File: src/rtl/serial_alu.sv
// serial_alu: bit-serial ALU. Bitwise, ADD and NEG ops take one result bit
// per clock (LSB first, registered carry). Shift ops move a working register
// one position per clock. Results appear with a one-cycle done pulse.
module serial_alu #(
    parameter int WIDTH = 32,
    parameter int SH_W  = $clog2(WIDTH)
) (
    input  logic             clk,
    input  logic             rst,
    input  logic             start,
    input  logic [2:0]       op,
    input  logic [WIDTH-1:0] a,
    input  logic [WIDTH-1:0] b,
    output logic             busy,
    output logic             done,
    output logic [WIDTH-1:0] result,
    output logic             carry,
    output logic             zero
);

    localparam logic [2:0] OP_AND  = 3'b000;
    localparam logic [2:0] OP_XOR  = 3'b001;
    localparam logic [2:0] OP_PASS = 3'b010;
    localparam logic [2:0] OP_SLL  = 3'b011;
    localparam logic [2:0] OP_SRL  = 3'b100;
    localparam logic [2:0] OP_SRA  = 3'b101;
    localparam logic [2:0] OP_ADD  = 3'b110;
    localparam logic [2:0] OP_NEG  = 3'b111;

    localparam logic [SH_W:0] CNT_FULL = (SH_W+1)'(WIDTH);
    localparam logic [SH_W:0] CNT_ONE  = (SH_W+1)'(1);
    localparam logic [SH_W:0] CNT_ZERO = (SH_W+1)'(0);

    typedef enum logic [1:0] {
        ST_IDLE = 2'b00,
        ST_RUN  = 2'b01,
        ST_DONE = 2'b10
    } state_t;

    state_t           state_r;
    logic [2:0]       op_r;
    logic [WIDTH-1:0] a_r;
    logic [WIDTH-1:0] b_r;
    logic [WIDTH-1:0] acc_r;
    logic             carry_r;
    logic [SH_W:0]    cnt_r;
    logic             shift_en_r;

    logic             accept_s;
    logic             bit_s;
    logic             carry_nxt_s;
    logic             cout_s;
    logic [WIDTH-1:0] a_nxt_s;
    logic [WIDTH-1:0] b_nxt_s;
    logic [WIDTH-1:0] acc_nxt_s;
    logic [WIDTH-1:0] res_nxt_s;
    logic [SH_W-1:0]  shamt_s;

    // Shift ops: true for SLL/SRL/SRA.
    function automatic logic is_shift(input logic [2:0] op_f);
        return (op_f == OP_SLL) || (op_f == OP_SRL) || (op_f == OP_SRA);
    endfunction

    // Number of RUN edges needed for an operation; a zero shift still takes one.
    function automatic logic [SH_W:0] step_count(input logic [2:0] op_f,
                                                 input logic [SH_W-1:0] sh_f);
        logic [SH_W:0] n;
        if (!is_shift(op_f)) begin
            n = CNT_FULL;
        end else if (sh_f == {SH_W{1'b0}}) begin
            n = CNT_ONE;
        end else begin
            n = {1'b0, sh_f};
        end
        return n;
    endfunction

    assign shamt_s  = b[SH_W-1:0];
    assign accept_s = start && ((state_r == ST_IDLE) || (state_r == ST_DONE));

    // One serial step: next working registers and the would-be final result.
    always_comb begin
        bit_s       = 1'b0;
        carry_nxt_s = 1'b0;
        a_nxt_s     = {1'b0, a_r[WIDTH-1:1]};
        case (op_r)
            OP_AND:  bit_s = a_r[0] & b_r[0];
            OP_XOR:  bit_s = a_r[0] ^ b_r[0];
            OP_PASS: bit_s = a_r[0];
            OP_ADD: begin
                bit_s       = a_r[0] ^ b_r[0] ^ carry_r;
                carry_nxt_s = (a_r[0] & b_r[0]) | (a_r[0] & carry_r) | (b_r[0] & carry_r);
            end
            OP_NEG: begin
                bit_s       = ~b_r[0] ^ carry_r;
                carry_nxt_s = ~b_r[0] & carry_r;
            end
            OP_SLL: begin
                if (shift_en_r) a_nxt_s = {a_r[WIDTH-2:0], 1'b0};
                else            a_nxt_s = a_r;
            end
            OP_SRL: begin
                if (shift_en_r) a_nxt_s = {1'b0, a_r[WIDTH-1:1]};
                else            a_nxt_s = a_r;
            end
            OP_SRA: begin
                // The MSB never changes under SRA, so it is the original sign.
                if (shift_en_r) a_nxt_s = {a_r[WIDTH-1], a_r[WIDTH-1:1]};
                else            a_nxt_s = a_r;
            end
            default: a_nxt_s = a_r;
        endcase
        acc_nxt_s = {bit_s, acc_r[WIDTH-1:1]};
        b_nxt_s   = {1'b0, b_r[WIDTH-1:1]};
        if (is_shift(op_r)) begin
            res_nxt_s = a_nxt_s;
            cout_s    = 1'b0;
        end else begin
            res_nxt_s = acc_nxt_s;
            cout_s    = carry_nxt_s;
        end
    end

    // Control FSM, working registers and registered outputs.
    always_ff @(posedge clk) begin
        if (rst) begin
            state_r    <= ST_IDLE;
            op_r       <= 3'b000;
            a_r        <= {WIDTH{1'b0}};
            b_r        <= {WIDTH{1'b0}};
            acc_r      <= {WIDTH{1'b0}};
            carry_r    <= 1'b0;
            cnt_r      <= CNT_ZERO;
            shift_en_r <= 1'b0;
            busy       <= 1'b0;
            done       <= 1'b0;
            result     <= {WIDTH{1'b0}};
            carry      <= 1'b0;
            zero       <= 1'b1;
        end else if (accept_s) begin
            state_r    <= ST_RUN;
            op_r       <= op;
            a_r        <= a;
            b_r        <= b;
            acc_r      <= {WIDTH{1'b0}};
            carry_r    <= (op == OP_NEG);
            cnt_r      <= step_count(op, shamt_s);
            shift_en_r <= (shamt_s != {SH_W{1'b0}});
            busy       <= 1'b1;
            done       <= 1'b0;
        end else begin
            case (state_r)
                ST_IDLE: begin
                    busy <= 1'b0;
                    done <= 1'b0;
                end
                ST_RUN: begin
                    a_r     <= a_nxt_s;
                    b_r     <= b_nxt_s;
                    acc_r   <= acc_nxt_s;
                    carry_r <= carry_nxt_s;
                    cnt_r   <= cnt_r - CNT_ONE;
                    if (cnt_r == CNT_ONE) begin
                        state_r <= ST_DONE;
                        busy    <= 1'b0;
                        done    <= 1'b1;
                        result  <= res_nxt_s;
                        carry   <= cout_s;
                        zero    <= (res_nxt_s == {WIDTH{1'b0}});
                    end else begin
                        busy <= 1'b1;
                        done <= 1'b0;
                    end
                end
                ST_DONE: begin
                    state_r <= ST_IDLE;
                    busy    <= 1'b0;
                    done    <= 1'b0;
                end
                default: begin
                    state_r <= ST_IDLE;
                    busy    <= 1'b0;
                    done    <= 1'b0;
                end
            endcase
        end
    end

endmodule

File: config.mk
export PLATFORM = sky130hd
export DESIGN_NAME = serial_alu
export DESIGN_NICKNAME = d
export VERILOG_FILES = /design/src/rtl/serial_alu.sv
export SDC_FILE = /design/constraint.sdc
export NUM_CORES = 1
export LEC_CHECK = 0
export CORE_MARGIN = 1.5
export CORE_UTILIZATION = 43
export CTS_CLUSTER_SIZE = 40
export DETAILED_ROUTE_END_ITERATION = 8
export HOLD_SLACK_MARGIN = 0.02
export PLACE_DENSITY = 0.65
export SLEW_MARGIN = 15
export SYNTH_ARGS = -nofsm -noshare
export SYNTH_HDL_FRONTEND = slang
export SYNTH_SLANG_ARGS = --single-unit
File: constraint.sdc
create_clock -name clk -period 4.65 [get_ports clk]
set_clock_uncertainty 0.05 [all_clocks]
set_input_delay 1.1625 -clock clk [delete_from_list [all_inputs] [get_ports clk]]
set_output_delay 1.1625 -clock clk [all_outputs]
set_load 0.05 [all_outputs]
-- After elaboration in Yosys (flattened, before gate mapping)
Index checks and enable logic that the tools add are counted.
- register bits: 145
- input bits: 70
- output and inout bits: 36
- logic and storage cells: 87
- add/subtract/negate cells: 1
- eq/ne operators: 17
- mux-type cells: 25
- bitwise logic cells: 13
- reduce and logical (&&, ||, !) cells: 17
- operators with widths (operator ; count):
    $mux W32 ; 7
    $pmux W32 S3 ; 1
    $logic_not A32 Y1 ; 1
    $mux W31 ; 1
    $eq A3 B3 Y1 const B ; 7
    $mux W6 ; 3
    $eq A3 B2 Y1 const B ; 3
    $mux W1 ; 8
    $eq A6 B1 Y1 const B ; 1
    $sub A6 B1 Y6 const B ; 1
    $logic_not A5 Y1 ; 1
    $logic_or A1 B1 Y1 ; 5
    $mux W5 ; 1
    $pmux W1 S5 ; 1
    $reduce_bool A5 Y1 ; 1
    $and A1 B1 Y1 ; 4
    $ne A2 B2 Y1 const B ; 2
    $not A1 Y1 ; 4
    $pmux W2 S2 ; 1
    $reduce_and A2 Y1 ; 2
    $eq A3 B1 Y1 const B ; 1
    $logic_not A3 Y1 ; 1
    $ne A3 B3 Y1 const B ; 1
    $reduce_and A3 Y1 ; 1
    11 further kinds ; 14

-- Logic depth before layout (Yosys ltp)
Gate-level depths: netlist of the first run.
- depth after elaboration: 6
- mapped depth: 10
- gate-level depth less buffers: 7

-- Worst setup path after synthesis of the first run
No wires, ideal clock.
- path type: input-to-reg
- from: input port start
- to: register a_r[10]
- setup time: 0.070 ns
- arrival time: 2.269 ns
- required time: 4.530 ns
- setup slack: 2.260 ns
- stages on the path: 6
- buffers on the path: 2
- path through: nor2b_1 -> clkbuf_1 -> nor2_1 -> clkbuf_1 -> a22oi_1 -> a21oi_1
- cells in the longest elaborated chain, start to end: 2
- elaborated cells on any way between the ends: 3
- those cells by class: mux: 1; reduce/logical: 2
- RTL lines (what ; line ; source):
    start, declared ; 10 ; input logic start,
    $logic_and A1 B1 Y1 (*) ; 79 ; assign accept_s = start && ((state_r == ST_IDLE) || (state_r == ST_DONE));
    $mux W32 or $reduce_bool A2 Y1 (tied branches) ; - ;
    end signal, assigned ; 129 ; a_r <= {WIDTH{1'b0}};
    end signal, assigned ; 158 ; a_r <= a_nxt_s;
    end, declared ; 42 ; logic [WIDTH-1:0] a_r;
Every way passes the cells marked *; elsewhere a longest branch is shown, timed or not.
A chain may end at the register's enable or synchronous reset.

-- Worst setup path in the final report of the first run
- from: register op_r[2]
- to: register zero
- cells in the longest elaborated chain, start to end: 5
- elaborated cells on any way between the ends: 14
- those cells by class: eq/ne: 7; mux: 3; reduce/logical: 4
- RTL lines (what ; line ; source):
    start, declared ; 41 ; logic [2:0] op_r;
    start signal, assigned ; 142 ; op_r <= op;
    branches (longest 3 deep; another with $pmux W1 S5) ; - ;
    $mux W32 (*) ; 115 ; if (is_shift(op_r)) begin
    $logic_not A32 Y1 (*) ; 169 ; zero <= (res_nxt_s == {WIDTH{1'b0}});
    end signal, assigned ; 169 ;
    end, declared ; 18 ; output logic zero
Mark *: on every way between the ends.

==> metrics.txt, run 1 <==
number of I/O pins=106; Mean Syn Cell Area=7.88 sq um; CP Max Fanout=32; CTS tree=built; first-pass GRT wire length=33900 um; CTS clock-pin slew for the worst setup and hold paths=60 ps; Max-cap violations=0; r2r endpoint=zero; relative slew slack=0.318; #FFs+latches synth=144; Synth cell types=54; wire length per cell=18.5 um; initial antenna violation count=0; critical path type=reg -> reg; Least-Margin Pin Slew=1020 ps; Die X=130 um; Arr. time, crit path=3440 ps; period utilisation layout=0.672; Post-DP HPWL=13500 um; largest area contributor in the netlist=dfxtp_1; synthesis-to-layout area growth=24.4%; Final Net Count=999; cell count after synthesis=875; max-slew violation count=0; top-area cell type share of the netlist area=0.418; setup TNS=0 ps; DIE HEIGHT=130 um; Port-buffer cells=105; Mapped Area=6890 sq um; Min-Delay Path Class=reg -> reg; Worst R2R Start=op_r[2]; DR iter-0 viols=741; worst skew pair latency=430 ps; HP Start=b_r[3]; Routed Antenna Nets=0; Root Buffer Master=clkbuf_16; Seq/Total Area, Yosys=0.418; ys async rst share=0; Leak=2.85 nW; Vias=6906; dpl ws=1450 ps; Gates resized, CTS repair=0; total track usage=0.259; Final Setup Violations=0; CTS Hold Buffers Added=0; Post CTS Setup Buffer Count=0; die area=16800 sq um; initial core utilization=0.437; # rows=46; Mapped Nets=948; number of synthesized flops with an enable pin=0; layout cells sized above 1=0.0586; WHS Endpoint=b_r[3]; Num Clock Sinks=144; # DRC=0; RSZ-0062 raised after global routing=no; gpl congestion=0.867; total gr overflow=0; Peak supply drop=0.000253 V; Hold Fails Final Rpt=0; DRT Wirelength=21400 um; Core Area=15800 sq um; DRT Pass-1 Iters=5; final worst slack=1530 ps; Ys Warns=0; # fillers=1523; Top FF cell, synth=dfxtp_1; WP data required=4960 ps; CTS Buffer Depth=2; hold path depth=2; status=completed; vias in the first global route=6175; TritonCTS buffer count=17; ranking of synthesized cells by area=dfxtp_1 42%, nand2_1 9.0%, a21oi_1 7.3%; pin count of the biggest net entering global routing=85; endpoint class of the critical path=flip-flop; r2r worst-path depth=7; crit start category=flip-flop; PwrDens=388 nW/um^2; FMAX=0.320 GHz; R2R Setup Slk=1530 ps; ant diodes=0; fin crit period=3120 ps; Vias per Instance=5.98; htree depth=4
-- state kept, by name, indices dropped and copies added, names as in the netlist, 2 cells and up --
name / cells
acc_r: 31
result: 32
op_r: 3
cnt_r: 6
a_r: 32
state_r: 2
b_r: 32
-- final cells by class --
| type | instances | area (sq um) | share of cell area |
|---|---|---|---|
| Sequential cell | 144 | 2880 | 0.336 |
| Clock inverter | 13 | 164 | 0.0191 |
| Tap cell | 216 | 270 | 0.0315 |
| Clock buffer | 19 | 443 | 0.0517 |
| Inverter | 7 | 26.3 | 0.00307 |
| Timing Repair Buffer | 116 | 1130 | 0.132 |
| Multi-Input combinational cell | 640 | 3650 | 0.426 |
-- synthesized netlist by cell type, drive strengths merged (8+ instances only) --
| cell | count |
|---|---|
| buf | 22 |
| a22oi | 34 |
| a222oi | 8 |
| a311oi | 36 |
| nor3 | 10 |
| nor2 | 103 |
| clkbuf | 62 |
| dfxtp | 144 |
| o21ai | 8 |
| a22o | 19 |
| nand2 | 166 |
| a211oi | 37 |
| a221oi | 17 |
| a21oi | 101 |
| o22ai | 17 |
| nor4 | 9 |
-- worst max-delay path by stage --
stage            start       to  slack [ps]
3_5_place_dp     start   a_r[7]        1450
3_3_place_gp     start  a_r[26]        1480
4_1_cts        op_r[2]     zero        1640
2_1_floorplan    start  a_r[10]        2260
6_report       op_r[2]     zero        1530
5_1_grt        op_r[2]     zero        1280
-- critical path, cell delays in order, from the launching register on --
cell       delay (ps)
dfxtp_1           740
nor2b_2           320
buf_4             370
a21oi_1           140
a2111oi_0         730
nand4_1           160
or4_1             430
o21ai_1           120
-- through the flow --
step,cells,instance area (sq um),power (mW),utilization,hold WS (ps)
global route,1155,8570,3.47,0.544,426
detailed placement,1123,7970,1.94,0.505,397
CTS,1155,8570,3.34,0.544,406
finish,1155,8570,3.33,0.544,404
floorplan,875,6890,1.75,-,386
global placement,1123,7970,1.94,0.505,392
-- cells by family (layout without fill, tap and decap cells) --
family / count (synthesis) / in the layout / synth area share
adders and majority gates: 3 / 3 / 0.00545
AOI/OAI and AO/OA: 300 / 300 / 0.306
and+or+nand+nor: 332 / 332 / 0.208
muxes: 3 / 3 / 0.00436
buffers and inverters: 91 / 155 / 0.0555
xor gates and xnor gates: 2 / 2 / 0.00254
DFF: 144 / 144 / 0.418
-- layout by cell type (no fill, tap or decap), drive strengths merged, types with 4 or more instances in the layout --
cell and instances:
nor2 103, nand3b 6, and3 6, nor3 10, inv 7, clkbuf 19, dfxtp 144, clkinv 5
a22o 19, o22ai 17, clkinvlp 5, a311oi 36, nand4 6, nand2b 7, buf 12, a21oi 101
clkdlybuf4s50 104, o21ai 8, nand4b 4, a211oi 37, nor4 9, nor2b 4, a22oi 34, nand2 166
a221oi 17, a222oi 8
-- routing by layer --
metal  wire, um  vias up  GRT usage
met2       9780      269      0.381
met1       9850     3277      0.378
met4        382        0     0.0889
li1           -     3332          -
met3       1380       28     0.0487
met5          0        -          0
-- power by group --
group	leakage (nW)	total [mW]	switching, mW	internal, mW
clock	0.281	1.41	0.551	0.857
sequential	1.18	1.40	0.0886	1.31
combinational	1.39	0.521	0.318	0.203
Power figures use the tool's default switching activity.
==> run 2, diff against run 1 <==
- PLACE_DENSITY: 0.65 -> 0.68
- clock period: 4.65 -> 2.74 ns (I/O delays scaled with it)
==> run 2 against run 1 <==
  * Global-route usage rose by 0.45 points
  * Sequential power rose by 69%
  * Count of clock-buffer cells in the layout fell by 1
  * Power rose by 76%
  * Critical path depth fell by 1
==> metrics.txt, run 2 (same netlist as run 1, synthesis figures left out) <==
total gr overflow=0 (unchanged); Gates resized, CTS repair=0 (unchanged); final worst slack=199 ps (-1330 ps); Hold Fails Final Rpt=0 (unchanged); highest metal used=met4; RSZ-0062 raised after global routing=no; ant diodes=0 (unchanged); Routed Antenna Nets=0 (unchanged); PwrDens=663 nW/um^2 (+71%); Worst path slowest cell=a2111oi_0; Post-DP HPWL=14300 um (+6.0%); wire length per cell=18.3 um (-0.95%); Min-Delay Path Class=reg -> reg; Peak supply drop=0.000448 V (+77%); fin crit period=2540 ps (-584 ps); CTS tree=built; Core Area=15800 sq um (unchanged); status=completed; number of I/O pins=106 (unchanged); routed wl met2=9750 um (-0.30%); worst-path cell chain=nor2b_2 -> a21oi_1 -> a2111oi_0 -> nand4_1 -> or4_1 -> o21ai_1; # fillers=1515 (-0.53%); commonest cells after routing, fill and taps aside=166 x nand2_1, 144 x dfxtp_1, 104 x clkdlybuf4s50_1, 100 x nor2_1, 100 x a21oi_1; CTS Hold Buffers Added=0 (unchanged); # DRC=0 (unchanged); TritonCTS buffer count=17 (unchanged); synthesis-to-layout area growth=27.9%; CP Max Fanout=9 (-72%); Arr. time, crit path=2860 ps (-580 ps); Root Buffer Master=clkbuf_16; fin area=8820 sq um (+2.9%); most common cell after layout, fill and taps aside=nand2_1; Vias=7064 (+2.3%); Vias per Instance=6.00 (+0.38%); layout cells sized above 1=0.0801 (+0.0216); FMAX=0.394 GHz (+23%); crit start category=flip-flop; Worst R2R Start=op_r[2]; first-pass GRT wire length=34400 um (+1.6%); DRT Pass-1 Iters=6 (+1); Least-Margin Pin Slew=938 ps (-83.5 ps); CTS Buffer Depth=2 (unchanged); gpl congestion=0.932 (+7.5%); relative slew slack=0.375 (+0.0573); Top Registers=a_r (32), b_r (32), result (32); Final Setup Violations=0 (unchanged); setup TNS=0 ps (unchanged); # rows=46 (unchanged); die area=16800 sq um (unchanged); initial antenna violation count=0 (unchanged); Fin Hold WS=403 ps (-1.02 ps); WP data required=3060 ps (-1900 ps); Placed Area=8180 sq um (+2.6%); cell family with most CP delay=simple AND/OR/NAND/NOR gates; total track usage=0.263 (+0.00446); pin count of the biggest net entering global routing=85 (unchanged); vias in the first global route=6346 (+2.8%); Num Clock Sinks=144 (unchanged); Leak=2.98 nW (+4.7%); period utilisation layout=0.927 (+0.255); DRT Wirelength=21600 um (+0.93%); wire length on met3=1540 um (+11%); dpl ws=292 ps (-1160 ps); Max-cap violations=0 (unchanged); Critical Path Start=op_r[2]; DIE HEIGHT=130 um (unchanged); M1 WL=9760 um (-0.93%); CTS clock-pin slew for the worst setup and hold paths=60 ps (about the same); DR iter-0 viols=843 (+14%); critical path type=reg -> reg; Die X=130 um (unchanged); endpoint class of the critical path=flip-flop; slowest stage delay, CP=640 ps (-100 ps); htree depth=4 (unchanged); initial core utilization=0.437 (unchanged); Post CTS Setup Buffer Count=0 (unchanged); max-slew violation count=0 (unchanged); Final Net Count=1022 (+2.3%); worst skew pair latency=430 ps (about the same); fin util=0.559 (+0.0156); HP Start=carry; WP buf/inv=0 (-1); Port-buffer cells=105 (unchanged)
==> run 2: metrics by stage <==
step                      total power, mW  cells
after floorplan                      2.97    875
after CTS                            5.86   1177
after detailed placement             3.33   1146
final                                5.84   1177
after global routing                 6.06   1177
after global placement               3.33   1146
==> run 2: report_power, final <==
group	switching (mW)	internal [mW]
combinational	0.550	0.380
clock	0.930	1.61
sequential	0.150	2.22
==> run 2: worst paths after layout <==
path | to | slack [ps] | cells past startpoint
max | zero | 200 | 6
min | carry | 400 | 2
max reg2reg | zero | 200 | 6
min reg2reg | carry | 400 | 2
==> run 2: cell type report <==
| cell class | instances | area (sq um) | share of cell area |
|---|---|---|---|
| inverter | 7 | 26.3 | 0.00298 |
| clock buffer | 18 | 429 | 0.0487 |
| sequential | 144 | 2880 | 0.327 |
| clock inverter | 13 | 213 | 0.0241 |
| tap | 216 | 270 | 0.0307 |
| multi-input combinational | 640 | 3650 | 0.415 |
| timing repair buffer | 139 | 1340 | 0.152 |
==> run 2: worst reg2reg max path, cell delays in order, from the launching register on <==
cell       delay [ps]
dfxtp_1           420
nor2b_2           460
a21oi_1           160
a2111oi_0         640
nand4_1           180
or4_1             440
o21ai_1           130
==> run 2: per-layer routing <==
| layer | track usage | vias to the layer above |
|---|---|---|
| met2 | 0.391 | 318 |
| met4 | 0.102 | 0 |
| met5 | 0 | - |
| li1 | - | 3367 |
| met1 | 0.370 | 3337 |
| met3 | 0.0611 | 42 |
==> run 3, diff against run 2 <==
- CORE_UTILIZATION: 43 -> 35
- PLACE_DENSITY: 0.68 -> 0.57
==> run 3 against run 2 <==
  * Hold slack improved by 3.6 ps
  * Cell area grew 1.6%
  * Fmax up 4.3%
  * Global-route usage decreased by 2.8 points
  * Sequential share of layout area shrank 0.50 points
  * Worst setup slack better by 100 ps
  * Count of clock-buffer cells in the layout increased by 3
  * Routed wire length increased by 9.1%
  * Critical endpoint unchanged
  * Highest routed layer unchanged
==> metrics.txt, run 3 (same netlist as run 1, synthesis figures left out) <==
Root Buffer Master=clkbuf_16; Final Setup Violations=0 (unchanged); # rows=51 (+11%); Tot Pwr=5.90 mW (+0.99%); htree depth=4 (unchanged); initial antenna violation count=0 (unchanged); FMAX=0.410 GHz (+4.3%); critical path type=reg -> reg; die area=20500 sq um (+22%); r2r worst-path depth=6 (unchanged); setup TNS=0 ps (unchanged); Arr. time, crit path=2750 ps (-110 ps); CTS Hold Buffers Added=0 (unchanged); # DRC=0 (unchanged); WHS Endpoint=b_r[3]; worst skew pair latency=430 ps (about the same); DRT Wirelength=23600 um (+9.1%); wire length per cell=19.1 um (+4.0%); layout cells sized above 1=0.0867 (+0.00656); fin cells=1234 (+4.8%); Post-DP HPWL=16100 um (+13%); WP data required=3050 ps (about the same); first-pass GRT wire length=36800 um (+7.0%); R2R Setup Slk=300 ps (+100 ps); Least-Margin Pin Slew=751 ps (-187 ps); PwrDens=659 nW/um^2 (-0.56%); total gr overflow=0 (unchanged); crit start category=flip-flop; DIE HEIGHT=143 um (+11%); Max-cap violations=0 (unchanged); ant diodes=0 (unchanged); Num Clock Sinks=144 (unchanged); CTS clock-pin slew for the worst setup and hold paths=70 ps (about the same); vias in the first global route=6396 (+0.79%); Core Area=19400 sq um (+23%); CP Max Fanout=31 (+22); r2r endpoint=zero; Vias=6932 (-1.9%); commonest cells after routing, fill and taps aside=166 x nand2_1, 144 x dfxtp_1, 104 x clkdlybuf4s50_1, 100 x nor2_1, 100 x a21oi_1; CTS tree=built; CTS Buffer Depth=2 (unchanged); endpoint class of the critical path=flip-flop; initial core utilization=0.355 (-0.0818); Leak=3.04 nW (+1.9%); relative slew slack=0.499 (+0.124); total track usage=0.235 (-0.0285); most common cell after layout, fill and taps aside=nand2_1; number of I/O pins=106 (unchanged); hold path depth=2 (unchanged); Hold Fails Final Rpt=0 (unchanged); Min-Delay Path Class=reg -> reg; Peak supply drop=0.000381 V (-15%); period utilisation layout=0.889 (-0.0379); Port-buffer cells=105 (unchanged); Final Net Count=1030 (+0.78%); fin crit period=2440 ps (-104 ps); Die X=143 um (+11%); RSZ-0062 raised after global routing=no; pin count of the biggest net entering global routing=80 (-5.9%); Worst R2R Start=op_r[2]; status=completed; TritonCTS buffer count=17 (unchanged); Fin Hold WS=406 ps (+3.61 ps); DR iter-0 viols=746 (-12%); fin util=0.462 (-0.0975); Top Registers=a_r (32), b_r (32), result (32); # placed instances=1203 (+5.0%); Vias per Instance=5.62 (-6.4%); HP Start=b_r[3]; max-slew violation count=0 (unchanged); synthesis-to-layout area growth=29.9%; DRT Pass-1 Iters=6 (unchanged); Routed Antenna Nets=0 (unchanged); gpl congestion=0.962 (+3.3%)
[run 3: cell count changes in the layout (fill, tap and decap cells not counted), moves of 2 or more]
cell        delta
buf_4          +7
clkinvlp_4     -4
clkbuf_8       +2
clkinv_2       +2
[run 3: metrics by stage]
stage / worst slack [ps] / instance area, sq um
after floorplan: 707 / 6890
after global placement: 296 / 8310
after detailed placement: 330 / 8310
after CTS: 298 / 8950
after global routing: 54.6 / 8950
final: 303 / 8950
[run 3: final cells by class]
cell class	count	area (sq um)
well taps	265	332
repair buffers	147	1410
fillers	1969	10400
clock buffers	21	460
flip-flops and latches	144	2880
multi-input cells	640	3660
clock inverters	10	184
inverters	7	26.3
[run 3: worst max-delay path, cell delays in order, from the launching register on]
cell       delay [ps]
dfxtp_1           460
and3b_4           370
a22o_1            250
a222oi_1          450
o2111ai_1         180
or4_1             490
o21ai_1           120
[run 3: where the power goes]
| group | leakage, nW | internal [mW] | total, mW | switching, mW |
|---|---|---|---|---|
| Combinational | 1.55 | 0.388 | 0.955 | 0.567 |
| Clock | 0.309 | 1.66 | 2.57 | 0.916 |
| Sequential | 1.18 | 2.22 | 2.37 | 0.150 |
| Total | 3.04 | 4.27 | 5.90 | 1.63 |
[run 3: worst max-delay path by stage]
| stage | startpoint | endpoint | slack (ps) |
|---|---|---|---|
| after floorplan | op_r[2] | zero | 710 |
| after global placement | op_r[2] | zero | 300 |
| after detailed placement | op_r[1] | zero | 330 |
| after CTS | op_r[1] | zero | 300 |
| after global routing | op_r[1] | zero | 50 |
| final | op_r[2] | zero | 300 |
[run 3: what timing repair did]
item | CTS | global route
resized for setup | 0 | 1
setup buffers | 0 | 0
setup endpoints to repair | 0 | 1
[run 3: routing by layer]
metal | vias to the layer above | part of all wire | track usage
met5 | - | 0 | 0
met4 | 0 | 0.019 | 0.0714
met3 | 29 | 0.058 | 0.0487
met2 | 238 | 0.46 | 0.361
met1 | 3264 | 0.47 | 0.331
li1 | 3401 | - | -
